File: src/rtl/hit_judge_if.sv
// Player-side bundle between the game logic and its environment (tick, button, LED position in; game levels, score, judgements out).
// Optional macro HIT_COMBO_EN adds the o_combo signal.
interface hit_judge_if #(
    parameter int SCORE_W = 8
);
    logic               i_tick;
    logic               i_btn;
    logic [7:0]         i_led;
    logic               o_game_start;
    logic               o_game_over;
    logic [SCORE_W-1:0] o_score;
    logic [1:0]         o_lives;
    logic               o_hit;
    logic               o_miss;
`ifdef HIT_COMBO_EN
    logic [1:0]         o_combo;
`endif

    modport master (
        output i_tick,
        output i_btn,
        output i_led,
        input  o_game_start,
        input  o_game_over,
        input  o_score,
        input  o_lives,
        input  o_hit,
`ifdef HIT_COMBO_EN
        input  o_combo,
`endif
        input  o_miss
    );

    modport slave (
        input  i_tick,
        input  i_btn,
        input  i_led,
        output o_game_start,
        output o_game_over,
        output o_score,
        output o_lives,
        output o_hit,
`ifdef HIT_COMBO_EN
        output o_combo,
`endif
        output o_miss
    );
endinterface

File: src/rtl/hit_judge.sv
// Button debounce, press judgement against the LED position, score/lives keeping and game start/over levels.
// Optional macro HIT_COMBO_EN enables a saturating hit-combo counter with a double-score bonus.
module hit_judge #(
    parameter int          DEBOUNCE_MS = 20,
    parameter logic [7:0]  TARGET_MASK = 8'b1000_0001,
    parameter int          MAX_LIVES   = 3,
    parameter int          SCORE_W     = 8
) (
    input  logic        clk,
    input  logic        rst,
    hit_judge_if.slave  bus
);
    localparam int                 CNT_W      = (DEBOUNCE_MS > 1) ? $clog2(DEBOUNCE_MS) : 1;
    localparam logic [CNT_W-1:0]   CNT_LAST   = CNT_W'(DEBOUNCE_MS - 1);
    localparam logic [1:0]         LIVES_INIT = 2'(MAX_LIVES);
    localparam logic [SCORE_W-1:0] SCORE_MAX  = '1;

    typedef enum logic [1:0] {IDLE, PLAY, OVER} state_t;

    logic               btn_meta_reg, btn_s_reg;
    logic               deb_level_reg, deb_prev_reg;
    logic [CNT_W-1:0]   deb_cnt_reg;
    state_t             state_reg, state_next;
    logic [SCORE_W-1:0] score_reg, score_next;
    logic [1:0]         lives_reg, lives_next;
    logic               hit_reg, hit_next;
    logic               miss_reg, miss_next;
    logic               press;
    logic               led_nonzero, led_onehot, led_is_hit;
    logic [1:0]         score_inc;
    logic [SCORE_W:0]   score_sum;
    logic [SCORE_W-1:0] score_sat;
`ifdef HIT_COMBO_EN
    logic [1:0]         combo_reg, combo_next;
`endif

    always_ff @(posedge clk or posedge rst) begin
        if (rst) begin
            btn_meta_reg <= 1'b0;
            btn_s_reg    <= 1'b0;
        end else begin
            btn_meta_reg <= bus.i_btn;
            btn_s_reg    <= btn_meta_reg;
        end
    end

    // Counter only runs while the synchronized button disagrees with the debounced level.
    always_ff @(posedge clk or posedge rst) begin
        if (rst) begin
            deb_level_reg <= 1'b0;
            deb_prev_reg  <= 1'b0;
            deb_cnt_reg   <= '0;
        end else begin
            deb_prev_reg <= deb_level_reg;
            if (btn_s_reg == deb_level_reg) begin
                deb_cnt_reg <= '0;
            end else if (bus.i_tick) begin
                if (deb_cnt_reg == CNT_LAST) begin
                    deb_level_reg <= btn_s_reg;
                    deb_cnt_reg   <= '0;
                end else begin
                    deb_cnt_reg <= deb_cnt_reg + 1'b1;
                end
            end
        end
    end

    assign press = deb_level_reg & ~deb_prev_reg;

    assign led_nonzero = |bus.i_led;
    assign led_onehot  = led_nonzero && ((bus.i_led & (bus.i_led - 8'd1)) == 8'd0);
    assign led_is_hit  = led_onehot && |(bus.i_led & TARGET_MASK);

    always_comb begin
`ifdef HIT_COMBO_EN
        score_inc = (combo_reg == 2'd3) ? 2'd2 : 2'd1;
`else
        score_inc = 2'd1;
`endif
        score_sum = {1'b0, score_reg} + (SCORE_W + 1)'(score_inc);
        score_sat = score_sum[SCORE_W] ? SCORE_MAX : score_sum[SCORE_W-1:0];
    end

    always_comb begin
        state_next = state_reg;
        score_next = score_reg;
        lives_next = lives_reg;
        hit_next   = 1'b0;
        miss_next  = 1'b0;
`ifdef HIT_COMBO_EN
        combo_next = combo_reg;
`endif
        case (state_reg)
            IDLE: begin
                if (press) begin
                    state_next = PLAY;
                    score_next = '0;
                    lives_next = LIVES_INIT;
`ifdef HIT_COMBO_EN
                    combo_next = 2'd0;
`endif
                end
            end
            PLAY: begin
                // A blank LED means the driver has not started yet; such presses are dropped.
                if (press && led_nonzero) begin
                    if (led_is_hit) begin
                        hit_next   = 1'b1;
                        score_next = score_sat;
`ifdef HIT_COMBO_EN
                        combo_next = (combo_reg == 2'd3) ? 2'd3 : combo_reg + 2'd1;
`endif
                    end else begin
                        miss_next = 1'b1;
`ifdef HIT_COMBO_EN
                        combo_next = 2'd0;
`endif
                        if (lives_reg > 2'd1) begin
                            lives_next = lives_reg - 2'd1;
                        end else begin
                            lives_next = 2'd0;
                            state_next = OVER;
                        end
                    end
                end
            end
            OVER: begin
                if (press) begin
                    state_next = IDLE;
                end
            end
            default: state_next = IDLE;
        endcase
    end

    always_ff @(posedge clk or posedge rst) begin
        if (rst) begin
            state_reg <= IDLE;
            score_reg <= '0;
            lives_reg <= 2'd0;
            hit_reg   <= 1'b0;
            miss_reg  <= 1'b0;
`ifdef HIT_COMBO_EN
            combo_reg <= 2'd0;
`endif
        end else begin
            state_reg <= state_next;
            score_reg <= score_next;
            lives_reg <= lives_next;
            hit_reg   <= hit_next;
            miss_reg  <= miss_next;
`ifdef HIT_COMBO_EN
            combo_reg <= combo_next;
`endif
        end
    end

    assign bus.o_game_start = (state_reg != IDLE);
    assign bus.o_game_over  = (state_reg == OVER);
    assign bus.o_score      = score_reg;
    assign bus.o_lives      = lives_reg;
    assign bus.o_hit        = hit_reg;
    assign bus.o_miss       = miss_reg;
`ifdef HIT_COMBO_EN
    assign bus.o_combo      = combo_reg;
`endif
endmodule

File: src/flat_wrapper.sv
// flat-port wrapper written by rule: the top's interface ports become plain ports
module hit_judge_flat 
#(
    parameter int          DEBOUNCE_MS = 20,
    parameter logic [7:0]  TARGET_MASK = 8'b1000_0001,
    parameter int          MAX_LIVES   = 3,
    parameter int          SCORE_W     = 8
)
  (clk, rst, bus_i_tick, bus_i_btn, bus_i_led, bus_o_game_start, bus_o_game_over, bus_o_score, bus_o_lives, bus_o_hit, bus_o_miss);
  hit_judge_if #(.SCORE_W(SCORE_W)) bus_i ();
  input  logic clk;
  input  logic rst;
  input wire logic [$bits(bus_i.i_tick)-1:0] bus_i_tick;
  input wire logic [$bits(bus_i.i_btn)-1:0] bus_i_btn;
  input wire logic [$bits(bus_i.i_led)-1:0] bus_i_led;
  output wire logic [$bits(bus_i.o_game_start)-1:0] bus_o_game_start;
  output wire logic [$bits(bus_i.o_game_over)-1:0] bus_o_game_over;
  output wire logic [$bits(bus_i.o_score)-1:0] bus_o_score;
  output wire logic [$bits(bus_i.o_lives)-1:0] bus_o_lives;
  output wire logic [$bits(bus_i.o_hit)-1:0] bus_o_hit;
  output wire logic [$bits(bus_i.o_miss)-1:0] bus_o_miss;
  assign bus_i.i_tick = bus_i_tick;
  assign bus_i.i_btn = bus_i_btn;
  assign bus_i.i_led = bus_i_led;
  assign bus_o_game_start = bus_i.o_game_start;
  assign bus_o_game_over = bus_i.o_game_over;
  assign bus_o_score = bus_i.o_score;
  assign bus_o_lives = bus_i.o_lives;
  assign bus_o_hit = bus_i.o_hit;
  assign bus_o_miss = bus_i.o_miss;
  hit_judge #(.DEBOUNCE_MS(DEBOUNCE_MS), .TARGET_MASK(TARGET_MASK), .MAX_LIVES(MAX_LIVES), .SCORE_W(SCORE_W)) u_core (.clk(clk), .rst(rst), .bus(bus_i));
endmodule
File: config.mk
export PLATFORM = sky130hd
export DESIGN_NAME = hit_judge_flat
export DESIGN_NICKNAME = d
export VERILOG_FILES = /design/src/rtl/hit_judge_if.sv /design/src/rtl/hit_judge.sv /design/src/flat_wrapper.sv
export SDC_FILE = /design/constraint.sdc
export NUM_CORES = 1
export LEC_CHECK = 0
export BUFFER_PORTS_ARGS = -buffer_cell sky130_fd_sc_hd__buf_2
export CORE_ASPECT_RATIO = 0.7
export CORE_MARGIN = 4
export CORE_UTILIZATION = 45
export DETAILED_ROUTE_END_ITERATION = 8
export GPL_TIMING_DRIVEN = 0
export HOLD_SLACK_MARGIN = 0.12
export PLACE_DENSITY_LB_ADDON = 0.2
export SLEW_MARGIN = 40
export SYNTH_ARGS = -nofsm -noshare
export SYNTH_HDL_FRONTEND = slang
export SYNTH_SLANG_ARGS = --single-unit
File: constraint.sdc
create_clock -name clk -period 4.7 [get_ports clk]
set_clock_uncertainty 0.1 [all_clocks]
set_input_delay 0.47 -clock clk [delete_from_list [all_inputs] [get_ports clk]]
set_output_delay 0.47 -clock clk [all_outputs]
set_load 0.01 [all_outputs]
Yosys cells after proc, flatten, opt, wreduce, memory -nomap -nowiden --
Index checks and enable logic that the tools add are counted.
Word-level totals: input bits 12, output and inout bits 14, logic and storage cells 68, register bits 23
Operators by class: bitwise operators 4, add/subtract/negate cells 4, $lt $le $gt $ge 1, multiplexer cells 25, equal/unequal tests 10, reductions and logical operators 14
Operator list (count):
- two-way mux 8 bit | 4
- two-way mux 2 bit | 9
- case mux 8 bit (2 select lines) | 1
- two-way mux 5 bit | 3
- adder 8 x 1 -> 9 bit (second input constant) | 1
- bitwise AND 8 bit | 1
- logical NOT 8 bit | 1
- != test 2 x 1 -> 1 bit (second input constant) | 4
- AND reduction 4 bit | 2
- OR reduction 8 bit | 1
- subtractor 8 x 1 -> 8 bit (second input constant) | 1
- two-way mux 1 bit | 6
- case mux 2 bit (3 select lines) | 1
- nonzero test 2 bit | 3
- adder 5 x 1 -> 5 bit (second input constant) | 1
- == test 5 bit (second input constant) | 1
- AND reduction 5 bit | 1
- != test 2 bit (second input constant) | 2
- case mux 2 bit (2 select lines) | 1
- logical AND 1 bit | 3
- AND reduction 3 bit | 1
- == test 2 x 1 -> 1 bit (second input constant) | 1
- == test 2 bit (second input constant) | 1
- > comparator 2 x 1 -> 1 bit (second input constant) | 1
- other kinds (6) | 7

Longest topological paths before layout --
word-level depth 8, depth in mapped cells 5, depth with buffers taken out 5

Least setup slack after synthesis --
OpenSTA, ideal clock, no wires.
path type input port to flip-flop, start input bus_i_led[1], end register u_core.score_reg[6] (netlist: u_core.bus.o_score[6]), buffers on the path 0, setup time 0.135 ns, arrival time 1.401 ns, data required time 4.465 ns, path slack 3.064 ns, cell stages on the path 4, cell sequence nor4_4 nand4_4 nor4_1 a211oi_1
Between the ends: longest elaborated chain between the ends 7, elaborated cells on any way between the ends 10, those cells by class 1 x add/sub; 2 x eq/ne; 1 x bitwise; 6 x reduce/logical
RTL lines:
- from (decl) | line flat_wrapper.sv:15 | input wire logic [$bits(bus_i.i_led)-1:0] bus_i_led;
- subtractor 8 x 1 -> 8 bit | line hit_judge.sv:71 | assign led_onehot = led_nonzero && ((bus.i_led & (bus.i_led - 8'd1)) == 8'd0);
- bitwise AND 8 bit | line hit_judge.sv:71
- logical NOT 8 bit | line hit_judge.sv:71
- logical AND 1 bit | line hit_judge.sv:71
- logical AND 1 bit | line hit_judge.sv:72 | assign led_is_hit = led_onehot && |(bus.i_led & TARGET_MASK);
- != test 2 x 1 -> 1 bit (no source line)
- AND reduction 4 bit (no source line) (*)
- to (signal assigned) | line hit_judge.sv:148 | score_reg <= score_next;
- to (decl) | line hit_judge.sv:24 | logic [SCORE_W-1:0] score_reg, score_next;
Every way passes the cells marked *; elsewhere a longest branch is shown, timed or not. A chain may end at the register's enable or synchronous reset.

Final worst setup path --
start register u_core.score_reg[0] (netlist: u_core.bus.o_score[0]), end register u_core.score_reg[0] (netlist: u_core.bus.o_score[0])
Between the ends: longest elaborated chain between the ends 5
RTL lines:
- adder 8 x 1 -> 9 bit | line hit_judge.sv:80 | score_sum = {1'b0, score_reg} + (SCORE_W + 1)'(score_inc);
- two-way mux 8 bit | line hit_judge.sv:81 | score_sat = score_sum[SCORE_W] ? SCORE_MAX : score_sum[SCORE_W-1:0];
- two-way mux 8 bit | line hit_judge.sv:107 | if (led_is_hit) begin
- two-way mux 8 bit | line hit_judge.sv:106 | if (press && led_nonzero) begin
- case mux 8 bit (2 select lines) | line hit_judge.sv:93 | case (state_reg)
Every way passes these cells. The select of a mux whose other input is x is not followed.

==> impl_results.md <==
* Post-synth EDFFs at 0
* Arrival @ worst endpoint at 1.79 ns
* Clk slew on worst S/H paths at approximately 0.080 ns
* Total iterations of the first detailed-routing run at 4
* Fin crit share at 0.3602
* Max reg flops at 8
* Final RePlAce weighted congestion at roughly 0.87
* Peak supply drop at 0.2208 mV
* Crit. Startpoint: u_core.bus.o_score[0]
* Share of the synthesized area in the top cell type at 0.4915
* Routed wire length at around 2400 um
* Top achievable clock speed at slightly below 600 MHz
* N_diodes at 0
* Clk pwr share at 0.357
* #FFs+latches synth at 23
* RR Startpoint: u_core.bus.o_score[0]
* Die Span Y at 50.68 um
* Post-route ant nets at 0
* Clock H-tree levels at 1
* Total of max-cap violations at 0
* Critical path endpoint category: register
* Port Buf Inserts at 25
* Top Family by Delay on Critical Path: simple AND/OR/NAND/NOR gates
* Count of final hold-check violations at 0
* Critical path, cell by cell: ha_1 > nand2_1 > nor3_1 > o21ai_0 > o21ai_1
* Logic gate share of total power at 0.054
* CP Launch Type: register
* CTS tree: done
* Post-route minimum period at 1.693 ns
* Root Buffer Master: clkbuf_8
* Max incr delay on CP at 0.47 ns
* Worst path bufs/invs at 0
* Worst Hold Class: input pin to async pin
* Leak at 0.6491 nW
* Total GRT Usage at 0.1597
* First-pass GRT wire length at just over 4000 um
* Internal Power at roughly 270 uW
* Final Util at 0.5586
* Synth cell count leaders: dfrtp_1 (23), nand2_1 (11), nor2_1 (10)
* Starting Density at 0.4727
* Iteration-0 DRC Markers at 46
* Grt total ovfl at 0
* CP max stage cell: nor3_1
* Setup bufs post-CTS at 0
* Sw Ratio at 0.2188
* Initial antenna violation count at 0
* Critical path class: register to register
* Cts repair resizes at 0
* Row count at 15
* FFs w/ async S/R, synth at 1.000
* Syn avg cell area at 9.925 um^2
* # setup viols final at 0
* Avg WL per Cell at approximately 13 um
* Synth cell types at 39
* Setup TNS at 0 ns
* Slew HR at 0.6182
* I/O pins at 26
* Pwr Density at approximately 250 nW/um^2
* Seq pwr share at 0.590
* Drt drc at 0
* Synth area leaders: dfrtp_1 (49%), nor3_1 (3.8%), nand2_1 (3.5%)
* Mapped Area at approximately 1200 um^2
* Clk_lat worst skew at 0.26 ns
* Routed vias at just under 1k
* Number of global-route vias before repair at roughly 900
* P_sw at approximately 75 uW
* Vias per cell at ~5.4
* Post-layout net count at between 150 and 200
* Area Growth Syn to Fin at 18.16%
* Top_reg_cell synth: dfrtp_1
* Num CTS Buffers at 3
* Clock buffer depth at 2
* Die area at 3496 um^2
* Top-count cell post-synth: dfrtp_1
* Synth area leader: dfrtp_1
* CTS Sinks at 23
* Sequential share of the synthesized area at 0.4915
* Share of cells above drive strength 1 at 0.2585
* Hold Buf Count CTS at 0
* RSZ-0062 raised after global routing: false
* CP required at approximately 4.8 ns
* Net Count, Synth at about 130
* Slew @ Worst Pin at between 0.5 and 0.6 ns
* DIE WIDTH at 68.98 um
* Dpl hpwl at ~1800 um
* Largest net degree at the start of global routing at 24
* Placeable Area at 2477 um^2
* Yosys synthesis warning count at 0
* CP Max Fanout at 6
* Max-slew violation count at 0
* Outcome: complete, no violations
* Cells after Synth at 118
placed cells by master, fill, tap and decap left out, types with 2 or more instances in the layout:
cell type / instances
a21oi_1: 8
buf_2: 25
clkbuf_1: 2
clkbuf_8: 3
dfrtp_1: 23
ha_1: 2
inv_1: 6
nand2_1: 11
nand3_1: 6
nand4_1: 2
nor2_1: 10
nor2b_1: 4
nor3_1: 9
nor4_1: 3
o21ai_0: 4
o21ai_1: 2
xor2_1: 2
cells by family after synthesis:
| family | share of synthesized area |
|---|---|
| multiplexers | 0.01816 |
| adder cells (fa/ha/maj) | 0.02136 |
| AND/OR/NAND/NOR | 0.2821 |
| flip-flops | 0.4915 |
| buffers and inverters | 0.03312 |
| AO/OA/AOI/OAI | 0.1314 |
| XOR/XNOR | 0.02244 |
power by group through the flow:
stage / logic (mW) / registers [mW] / clock network, mW
2_1_floorplan: 0.00997 / 0.205 / 0
3_3_place_gp: 0.0181 / 0.205 / 0
3_5_place_dp: 0.0189 / 0.206 / 0
4_1_cts: 0.0188 / 0.202 / 0.127
5_1_grt: 0.0216 / 0.202 / 0.139
6_report: 0.0183 / 0.202 / 0.122
layout make-up:
class,instances,area [um^2]
multi-input cells,86,556.8
fillers,247,1094
well taps,34,42.54
plain buffers,1,3.754
flip-flops and latches,23,575.6
repair buffers,25,125.1
clock buffers,4,45.04
inverters,8,35.03
worst paths after layout:
| path | endpoint | slack, ns | cells after the start |
|---|---|---|---|
| setup / recovery | u_core.bus.o_score[0] | 3.01 | 5 |
| hold / removal | u_core.deb_cnt_reg[4] | 0.12 | 2 |
| setup reg to reg | u_core.bus.o_score[0] | 3.01 | 5 |
| hold reg to reg | u_core.btn_s_reg | 0.26 | 0 |
| max in group asynchronous | u_core.bus.o_score[0] | 4.04 | 2 |
| min in group clk | u_core.btn_meta_reg | 0.21 | 1 |
metrics by stage:
| step | area [um^2] | hold slack [ns] | power (mW) | worst slack, ns | cells |
|---|---|---|---|---|---|
| final | 1384 | 0.1219 | 0.3421 | 3.007 | 181 |
| after global routing | 1384 | 0.1528 | 0.3631 | 2.810 | 181 |
| after CTS | 1384 | 0.1325 | 0.3474 | 3.016 | 181 |
| after detailed placement | 1339 | 0.2458 | 0.2246 | 2.761 | 177 |
| after global placement | 1339 | 0.2331 | 0.2235 | 2.811 | 177 |
| after floorplan | 1171 | 0.2312 | 0.2153 | 3.064 | 118 |
metal layers:
| layer | GRT usage | wire length [um] |
|---|---|---|
| met1 | 0.2127 | 1118 |
| met5 | 0 | 0 |
| met3 | 0.06488 | 231 |
| met4 | 0.04854 | 31 |
| met2 | 0.2358 | 1001 |
No activity file was read; power rests on OpenSTA's default activity.
